### src/rtl/mips_bus_pkg.sv
// Shared definitions for the MIPS split-transaction bus bridges (data and instruction side).
package mips_bus_pkg;

    typedef enum logic [1:0] {
        IDLE = 2'd0,
        REQ  = 2'd1,
        WAIT = 2'd2,
        DONE = 2'd3
    } bus_state_e;

    localparam logic [1:0] SIZE_BYTE = 2'd0;
    localparam logic [1:0] SIZE_HALF = 2'd1;
    localparam logic [1:0] SIZE_WORD = 2'd2;

    // Load data returned when a bus transaction is abandoned by the watchdog.
    localparam logic [31:0] TIMEOUT_RDATA = 32'hDEAD_BEEF;

endpackage

### src/rtl/be_to_size.sv
// Byte-enable to bus transfer size decoder; unrecognised patterns fall back to a word access.
module be_to_size
    import mips_bus_pkg::*;
(
    input  logic [3:0] be_i,
    output logic [1:0] size_o
);

    always_comb begin
        case (be_i)
            4'b1111:                            size_o = SIZE_WORD;
            4'b0011, 4'b1100:                   size_o = SIZE_HALF;
            4'b0001, 4'b0010, 4'b0100, 4'b1000: size_o = SIZE_BYTE;
            default:                            size_o = SIZE_WORD;
        endcase
    end

endmodule

### src/rtl/dmem_sram_bridge.sv
// Memory-stage to SRAM-like (req/addr_ok/data_ok) bridge with stall and flush handling.
// Define DMEM_TIMEOUT_EN to enable the data_ok watchdog that drives bus_err_o.
module dmem_sram_bridge
    import mips_bus_pkg::*;
#(
    parameter int ADDR_W         = 32,
    parameter int DATA_W         = 32,
    parameter int TIMEOUT_CYCLES = 255
) (
    input  logic              clk,
    input  logic              rst,
    input  logic [3:0]        ren_i,
    input  logic [3:0]        wen_i,
    input  logic [ADDR_W-1:0] addr_i,
    input  logic [DATA_W-1:0] wdata_i,
    input  logic              flush_i,
    input  logic              pipe_stall_i,
    output logic [DATA_W-1:0] rdata_o,
    output logic              stall_o,
    output logic              data_req,
    output logic              data_wr,
    output logic [1:0]        data_size,
    output logic [ADDR_W-1:0] data_addr,
    output logic [DATA_W-1:0] data_wdata,
    input  logic              data_addr_ok,
    input  logic              data_data_ok,
    input  logic [DATA_W-1:0] data_rdata,
    output logic              bus_err_o
);

    localparam int CNT_W = ($clog2(TIMEOUT_CYCLES + 1) > 8) ? $clog2(TIMEOUT_CYCLES + 1) : 8;
    typedef logic [CNT_W-1:0] tmo_cnt_t;

    typedef struct packed {
        logic              wr;
        logic [1:0]        size;
        logic [ADDR_W-1:0] addr;
        logic [DATA_W-1:0] wdata;
    } bus_req_t;

    bus_state_e        state_q, state_d;
    bus_req_t          req_q, live_req, cur_req;
    logic [DATA_W-1:0] rdata_q, rdata_d;
    logic              flushed_q, flushed_d;
    logic              acc, is_wr, issue, accept, complete, discard, timeout_hit;
    logic [3:0]        act_be;
    logic [1:0]        live_size;

    assign is_wr  = |wen_i;
    assign acc    = (|ren_i | is_wr) & ~flush_i;
    assign act_be = is_wr ? wen_i : ren_i;

    be_to_size u_be_to_size (
        .be_i   (act_be),
        .size_o (live_size)
    );

    assign live_req = '{wr: is_wr, size: live_size, addr: addr_i, wdata: wdata_i};
    // In IDLE the request goes out combinationally; afterwards the captured copy holds the bus stable.
    assign cur_req  = (state_q == IDLE) ? live_req : req_q;

    assign issue    = ((state_q == IDLE) & acc) | ((state_q == REQ) & ~flush_i);
    assign accept   = issue & data_addr_ok;
    assign complete = (accept & data_data_ok) | ((state_q == WAIT) & data_data_ok);
    assign discard  = (state_q == WAIT) & (flushed_q | flush_i);

`ifdef DMEM_TIMEOUT_EN
    tmo_cnt_t tmo_cnt_q, tmo_cnt_d;

    always_comb begin
        tmo_cnt_d = tmo_cnt_q;
        if (state_q == IDLE) begin
            tmo_cnt_d = '0;
        end else if (state_q == REQ || state_q == WAIT) begin
            tmo_cnt_d = tmo_cnt_q + 1'b1;
        end
    end

    always_ff @(posedge clk or negedge rst) begin
        if (!rst) begin
            tmo_cnt_q <= '0;
        end else begin
            tmo_cnt_q <= tmo_cnt_d;
        end
    end

    assign timeout_hit = (((state_q == REQ) & ~flush_i) | (state_q == WAIT))
                       & (tmo_cnt_q == tmo_cnt_t'(TIMEOUT_CYCLES - 1)) & ~complete;
`else
    assign timeout_hit = 1'b0;
`endif

    assign bus_err_o = timeout_hit;

    always_ff @(posedge clk or negedge rst) begin
        if (!rst) begin
            state_q <= IDLE;
        end else begin
            // NOTE: all clocked state updates use <= so every register samples pre-edge values.
            state_q <= state_d;
        end
    end

    always_comb begin
        // NOTE: default first so every path assigns state_d and no latch is inferred.
        state_d = state_q;
        case (state_q)
            IDLE: if (acc) state_d = complete ? DONE : (accept ? WAIT : REQ);
            REQ: begin
                if (flush_i)                       state_d = IDLE;
                else if (complete || timeout_hit)  state_d = DONE;
                else if (accept)                   state_d = WAIT;
            end
            WAIT: if (complete || timeout_hit) state_d = discard ? IDLE : DONE;
            DONE: if (flush_i || !pipe_stall_i) state_d = IDLE;
            default: state_d = IDLE;
        endcase
    end

    always_comb begin
        data_req   = issue;
        data_wr    = cur_req.wr;
        data_size  = cur_req.size;
        data_addr  = cur_req.addr;
        data_wdata = cur_req.wdata;
        case (state_q)
            IDLE:    stall_o = acc & ~complete;
            REQ:     stall_o = acc & ~complete & ~timeout_hit;
            WAIT:    stall_o = ~complete & ~timeout_hit;
            default: stall_o = 1'b0;
        endcase
    end

    // A flush seen while waiting for data_ok must survive until the response is absorbed.
    assign flushed_d = (state_d == WAIT) & (flush_i | flushed_q);

    always_comb begin
        rdata_d = rdata_q;
        if (complete && !cur_req.wr && !discard) begin
            rdata_d = data_rdata;
        end else if (timeout_hit && !discard) begin
            rdata_d = DATA_W'(TIMEOUT_RDATA);
        end
    end

    always_ff @(posedge clk or negedge rst) begin
        if (!rst) begin
            rdata_q   <= '0;
            flushed_q <= 1'b0;
        end else begin
            rdata_q   <= rdata_d;
            flushed_q <= flushed_d;
        end
    end

    // NOTE: the request copy is only read outside IDLE, after it has been loaded, so it needs no reset.
    always_ff @(posedge clk) begin
        if (state_q == IDLE && acc) begin
            req_q <= live_req;
        end
    end

    assign rdata_o = rdata_q;

endmodule
### config.mk
export PLATFORM = sky130hd
export DESIGN_NAME = dmem_sram_bridge
export DESIGN_NICKNAME = d
export VERILOG_FILES = /design/src/rtl/mips_bus_pkg.sv /design/src/rtl/be_to_size.sv /design/src/rtl/dmem_sram_bridge.sv
export SDC_FILE = /design/constraint.sdc
export NUM_CORES = 1
export LEC_CHECK = 0
export ABC_AREA = 1
export BUFFER_PORTS_ARGS = -buffer_cell sky130_fd_sc_hd__buf_2
export CELL_PAD_IN_SITES_DETAIL_PLACEMENT = 1
export CELL_PAD_IN_SITES_GLOBAL_PLACEMENT = 2
export CORE_ASPECT_RATIO = 2
export CORE_MARGIN = 2
export CORE_UTILIZATION = 26
export DETAILED_ROUTE_END_ITERATION = 10
export PLACE_DENSITY = 0.81
export SLEW_MARGIN = 20
export SYNTH_ARGS = -nofsm -noshare
export SYNTH_HDL_FRONTEND = slang
export SYNTH_SLANG_ARGS = --single-unit
export TNS_END_PERCENT = 100
### constraint.sdc
create_clock -name clk -period 3.1 [get_ports clk]
set_input_delay 0.775 -clock clk [delete_from_list [all_inputs] [get_ports clk]]
set_output_delay 0.775 -clock clk [all_outputs]
set_load 0.02 [all_outputs]
======== After elaboration in Yosys (flattened, before gate mapping) ========
Index checks and enable logic that the tools add are counted.
word-level totals
  register bits ........................... 102
  bits in read-only memories .............. 0
  input bits .............................. 110
  latch bits .............................. 0
  logic and storage cells ................. 59
  RAM bits ................................ 0
  memories kept ........................... 0
operators by class
  bitwise gates (word level) .............. 15
  eq/ne operators ......................... 10
  multipliers ............................. 0
  shift-type cells ........................ 0
  mux-type cells .......................... 14
  order comparisons ....................... 0
  add/sub/neg operators ................... 0
  reduce and logical (&&, ||, !) cells .... 13
  divide/modulo/power cells ............... 0
operator list
  operator            number
  $mux 67             1
  $mux 2              9
  $reduce_or 4->1     3
  $and 1x1->1         9
  $eq 4x2->1 const B  2
  $eq 4x4->1 const B  2
  $pmux 2 s4          1
  $eq 2x2->1 const B  3
  $eq 4x1->1 const B  1
  $eq 4x3->1 const B  1
  $mux 4              1
  $or 1x1->1          4
  $pmux 2 s2          1
  $reduce_or 2->1     2
  $logic_and 1x1->1   3
  $logic_not 1->1     3
  $eq 2x1->1 const B  1
  $logic_not 2->1     1
  $not 1->1           2
  $pmux 1 s2          1
  $logic_or 1x1->1    1

======== Longest topological paths before layout ========
  word-level depth ........................ 13
  depth in mapped cells ................... 12
  depth with buffers taken out ............ 11

======== Cells and area by module ========
A second synthesis with hierarchy kept.
second synthesis, totals
  cells, all modules ...................... 357
  area, all modules ....................... 4465.5 um^2
modules (own cells, without submodules)
  module            area each (um^2)  sequential area each (um^2)  instances  cells an instance
  dmem_sram_bridge  4398.0            2887.8                       1          339
  be_to_size        67.6              0.0                          1          18

======== Worst setup path before layout ========
OpenSTA, ideal clock, no wires.
  path type ............................... input -> register
  start ................................... in wen_i[3]
  end ..................................... reg flushed_q
  slack ................................... 0.264 ns
  library setup time ...................... 0.077 ns
  data arrival time ....................... 2.759 ns
  buffers on the path ..................... 0
  stages on the path ...................... 8
  data required time ...................... 3.023 ns
  cell sequence ........................... inv_1 -> nand2_1 -> nor2_2 -> nand2_1 -> nand3_2 -> inv_1 -> nand2_1 -> a21oi_1
between the ends
  cells in the longest elaborated chain, start to end .. 13
  elaborated cells between the ends (all ways) .. 18
  classes of those cells .................. 1 x eq/ne; 8 x mux; 8 x bitwise; 1 x reduce/logical
RTL lines
  what                              RTL line                                          RTL
  start: declaration                dmem_sram_bridge.sv:13                            input logic [3:0] wen_i,
  $reduce_or 4->1 (*)               dmem_sram_bridge.sv:49                            assign is_wr = |wen_i;
  $or 1x1->1 (*)                    dmem_sram_bridge.sv:50                            assign acc = (|ren_i | is_wr) & ~flush_i;
  $and 1x1->1 (*)                   dmem_sram_bridge.sv:50
  $and 1x1->1                       dmem_sram_bridge.sv:62                            assign issue = ((state_q == IDLE) & acc) | ((state_q == REQ) & ~flush_i);
  $or 1x1->1                        dmem_sram_bridge.sv:62
  $and 1x1->1                       dmem_sram_bridge.sv:63                            assign accept = issue & data_addr_ok;
  $and 1x1->1                       dmem_sram_bridge.sv:64                            assign complete = (accept & data_data_ok) | ((state_q == WAIT) & data_data_ok);
  $or 1x1->1                        dmem_sram_bridge.sv:64
  $mux 2, on equally long branches  dmem_sram_bridge.sv:111, dmem_sram_bridge.sv:108
  $mux 2, on equally long branches  dmem_sram_bridge.sv:110, dmem_sram_bridge.sv:108
  $pmux 2 s4 (*)                    dmem_sram_bridge.sv:107                           case (state_q)
  $eq 2x2->1 (*)                    dmem_sram_bridge.sv:135                           assign flushed_d = (state_d == WAIT) & (flush_i | flushed_q);
  $and 1x1->1 (*)                   dmem_sram_bridge.sv:135
  net flushed_d                     dmem_sram_bridge.sv:44                            logic flushed_q, flushed_d;
  end signal: assignment            dmem_sram_bridge.sv:152                           flushed_q <= flushed_d;
  end: declaration                  dmem_sram_bridge.sv:44
The timed path passes the listed nets; every way through them passes the cells marked *.
A chain may end at the register's enable or synchronous reset.

======== Worst setup path in the final report ========
  start ................................... in wen_i[3]
  end ..................................... out data_size[0]
between the ends
  cells in the longest elaborated chain, start to end .. 6
  elaborated cells between the ends (all ways) .. 12
  classes of those cells .................. 6 x eq/ne; 3 x mux; 3 x reduce/logical
RTL lines
  what                                                RTL line                RTL
  $reduce_or 4->1 (*)                                 dmem_sram_bridge.sv:49
  net is_wr                                           dmem_sram_bridge.sv:45  logic acc, is_wr, issue, accept, complete, discard, timeout_hit;
  $mux 4 (*)                                          dmem_sram_bridge.sv:51  assign act_be = is_wr ? wen_i : ren_i;
  $eq 4x1->1 (tied with other cells)                  be_to_size.sv:10        case (be_i)
  $reduce_or 4->1 or $reduce_or 2->1 (tied branches)  be_to_size.sv:10
  $pmux 2 s2 (*)                                      be_to_size.sv:10
  $mux 67 (*)                                         dmem_sram_bridge.sv:60  assign cur_req = (state_q == IDLE) ? live_req : req_q;
  end: declaration                                    dmem_sram_bridge.sv:22  output logic [1:0] data_size,
Marked as above.

==> flow_metrics.env <==
export IMPL_postCtsSetupRepairBufs=0
export IMPL_synth_top_area_share_pct=44.90
export IMPL_vias=4012
export IMPL_synthCells=487
export IMPL_synth_cell_types=25
export IMPL_num_rows=67
export IMPL_max_slew_margin_pct=45.74
export IMPL_netlist_area_mm2=0.004481
export IMPL_drc_errors=0
export IMPL_dieHeight_um=189.7
export IMPL_maxCapViolations=0
export IMPL_peakVddDrop_v=0.0004400
export IMPL_vias_per_cell=4.453
export IMPL_cp_max_fo=5
export IMPL_drt_first_pass_iters=4
export IMPL_avgSynthCellArea_um2=9.200
export IMPL_antenna_found_initial=0
export IMPL_grt_pass1_wl_mm=22.43
export IMPL_place_congestion=0.8453
export IMPL_drtIter0Drc=85
export IMPL_gr_total_overflow=0
export IMPL_whs_ps=467.7
export IMPL_worst_pin_slew_ps=813.9
export IMPL_clk_latency_ps=340
export IMPL_ys_ff_latch=102
export IMPL_clk_pin_slew_ps=60
export IMPL_fin_nets=799
export IMPL_grt_max_degree=66
export IMPL_max_stage_delay_ps=260
export IMPL_clock_tree_root_cell="clkbuf_16"
export IMPL_dp_cells=885
export IMPL_hold_violations=0
export IMPL_p_per_area_mw_per_mm2=1033
export IMPL_start_util_pct=26.59
export IMPL_ys_warnings_count=0
export IMPL_cts_inserted_buffers=9
export IMPL_outcome="finished clean"
export IMPL_ant_nets=0
export IMPL_fin_crit_ps=2862
export IMPL_postRouteWirelength_mm=13.88
export IMPL_cp_slowest_cell="o21ai_0"
export IMPL_critPathArrivalTime_ps=2090
export IMPL_cts_tree="built"
export IMPL_critPathKind="in -> out"
export IMPL_worst_path_most_repeated_cell="o21ai_0"
export IMPL_drive_above_1_share_pct=34.73
export IMPL_yosysSeqAreaShare_pct=64.45
export IMPL_finalSetupViolCount=0
export IMPL_synth_edf_count=67
export IMPL_area_growth_pct=33.85
export IMPL_finClkSkew_ps=4.887
export IMPL_critPathLaunchType="input pin"
export IMPL_p_leak_nw=3.137
export IMPL_dieWidth_um=96.83
export IMPL_dp_hpwl_mm=10.57
export IMPL_rsz0062_at_grt="no"
export IMPL_wire_per_inst_um=15.41
export IMPL_ys_top_cells_by_area="edfxtp_1, nand2_1, dfrtp_1"
export IMPL_fin_tns_setup_ps=0
export IMPL_pin_count=212
export IMPL_max_freq_mhz=349.4
export IMPL_htreeDepth=3
export IMPL_cts_sinks=102
export IMPL_critPathCaptureType="primary output"
export IMPL_synth_flop_cell="edfxtp_1"
export IMPL_core_mm2=0.01685
export IMPL_required_ps=2320
export IMPL_fin_cells=901
export IMPL_clockBufferDepth=2
export IMPL_path_cells="buf_2, inv_1, nand4_1, o21ai_0, nor2_1, o21ai_0, o21ai_0, buf_2"
export IMPL_antenna_cells=0
export IMPL_hp_class="reg -> reg"
export IMPL_yosys_area_top_type="edfxtp_1"
export IMPL_ys_async_sr_fraction_pct=34.31
export IMPL_die_area_mm2=0.01836
export IMPL_grt_pass1_vias=4462
export IMPL_synth_common_cells="nand2_1, edfxtp_1, dfrtp_1"
export IMPL_grt_usage_pct=15.45
export IMPL_finalCritPeriodShare_pct=92.32
export IMPL_finalMaxSlewViolations=0
export IMPL_synth_most_common_cell="nand2_1"
export IMPL_syn_nets=597
export IMPL_port_buffers=210
state kept, by name (all words and copies together) (netlist names):
name	count
rdata_o	32
req_q	67
state_q	2
flushed_q	1
report_power, final:
part	switching, mW	internal (mW)	leakage [nW]
combinational	2.22	0.879	1.94
clock	0.490	0.562	0.124
sequential	0.163	1.88	1.07
total	2.87	3.33	3.14
what timing repair did:
item	4_1_cts	5_1_grt
hold buffers	0	0
endpoints found under the setup margin	0	1
resized for setup	0	3
routing by layer:
layer  GRT usage [%]  wire, um
met3           4.225       843
met2           31.01      8080
met1           14.46      4680
met5               0         0
met4           5.742       278
placed cells by master (no fill, tap or decap):
cell type / count
nor2_4: 2
nand3_1: 33
nand4_1: 2
nand3_2: 2
dfrtp_1: 35
clkinvlp_4: 2
buf_2: 210
buf_4: 4
inv_2: 4
a21oi_1: 2
clkbuf_8: 1
clkbuf_1: 2
o21ai_0: 6
clkbuf_16: 9
buf_12: 1
xnor2_1: 1
nor3_2: 1
nand2_2: 2
o21ai_1: 3
clkinv_1: 2
nor2_2: 1
nand2_4: 1
nand3b_1: 1
nand2_1: 278
conb_1: 1
o21ai_2: 1
inv_1: 13
edfxtp_1: 67
nor2_1: 6
o22ai_1: 1
cell families after synthesis:
logic type	Yosys count	share of synthesized area, %
simple gates	329	29.66
flops	102	64.45
compound gates	13	1.564
buf+inv	41	4.049
other cells	1	0.08370
xor+xnor	1	0.1955
critical path: cells and delay by family:
kind	cells	cell delay, ps
buffers and inverters	3	370
AND/OR/NAND/NOR	2	280
AO/OA/AOI/OAI	3	650
stage by stage:
| stage | area, um^2 | utilization (%) | power (mW) | setup WS, ps |
|---|---|---|---|---|
| final | 5997 | 35.59 | 6.197 | 238.1 |
| after global routing | 5997 | 35.59 | 6.680 | 3.779 |
| after CTS | 5997 | 35.59 | 6.348 | 161.8 |
| after detailed placement | 5728 | 33.99 | 5.264 | 165.8 |
| after global placement | 5728 | 33.99 | 5.189 | 359.8 |
| after floorplan | 4481 | - | 4.072 | 263.9 |
final timing paths:
kind                                          from                       to  slack [ps]  depth (start not counted)
max                                       wen_i[3]             data_size[0]         240                          8
min                        rdata_o[30]$_DFFE_PN0P_  rdata_o[30]$_DFFE_PN0P_         470                          2
max reg2reg                   state_q[1]$_DFF_PN0_   rdata_o[9]$_DFFE_PN0P_        1070                          9
min reg2reg                rdata_o[30]$_DFFE_PN0P_  rdata_o[30]$_DFFE_PN0P_         470                          2
max in group asynchronous                      rst   rdata_o[4]$_DFFE_PN0P_        2060                          1
min in group asynchronous                      rst  rdata_o[27]$_DFFE_PN0P_         520                          1
final cells by class:
class                      instances  area, um^2
clock buffer                      12       246.5
clock inverter                     4       22.52
fill                            2073       10850
inverter                          17       63.81
multi-input combinational        344        1416
sequential                       102        2888
tap                              207       259.0
timing repair buffer             215        1101
Note: power is estimated with default switching activity, not from simulation.
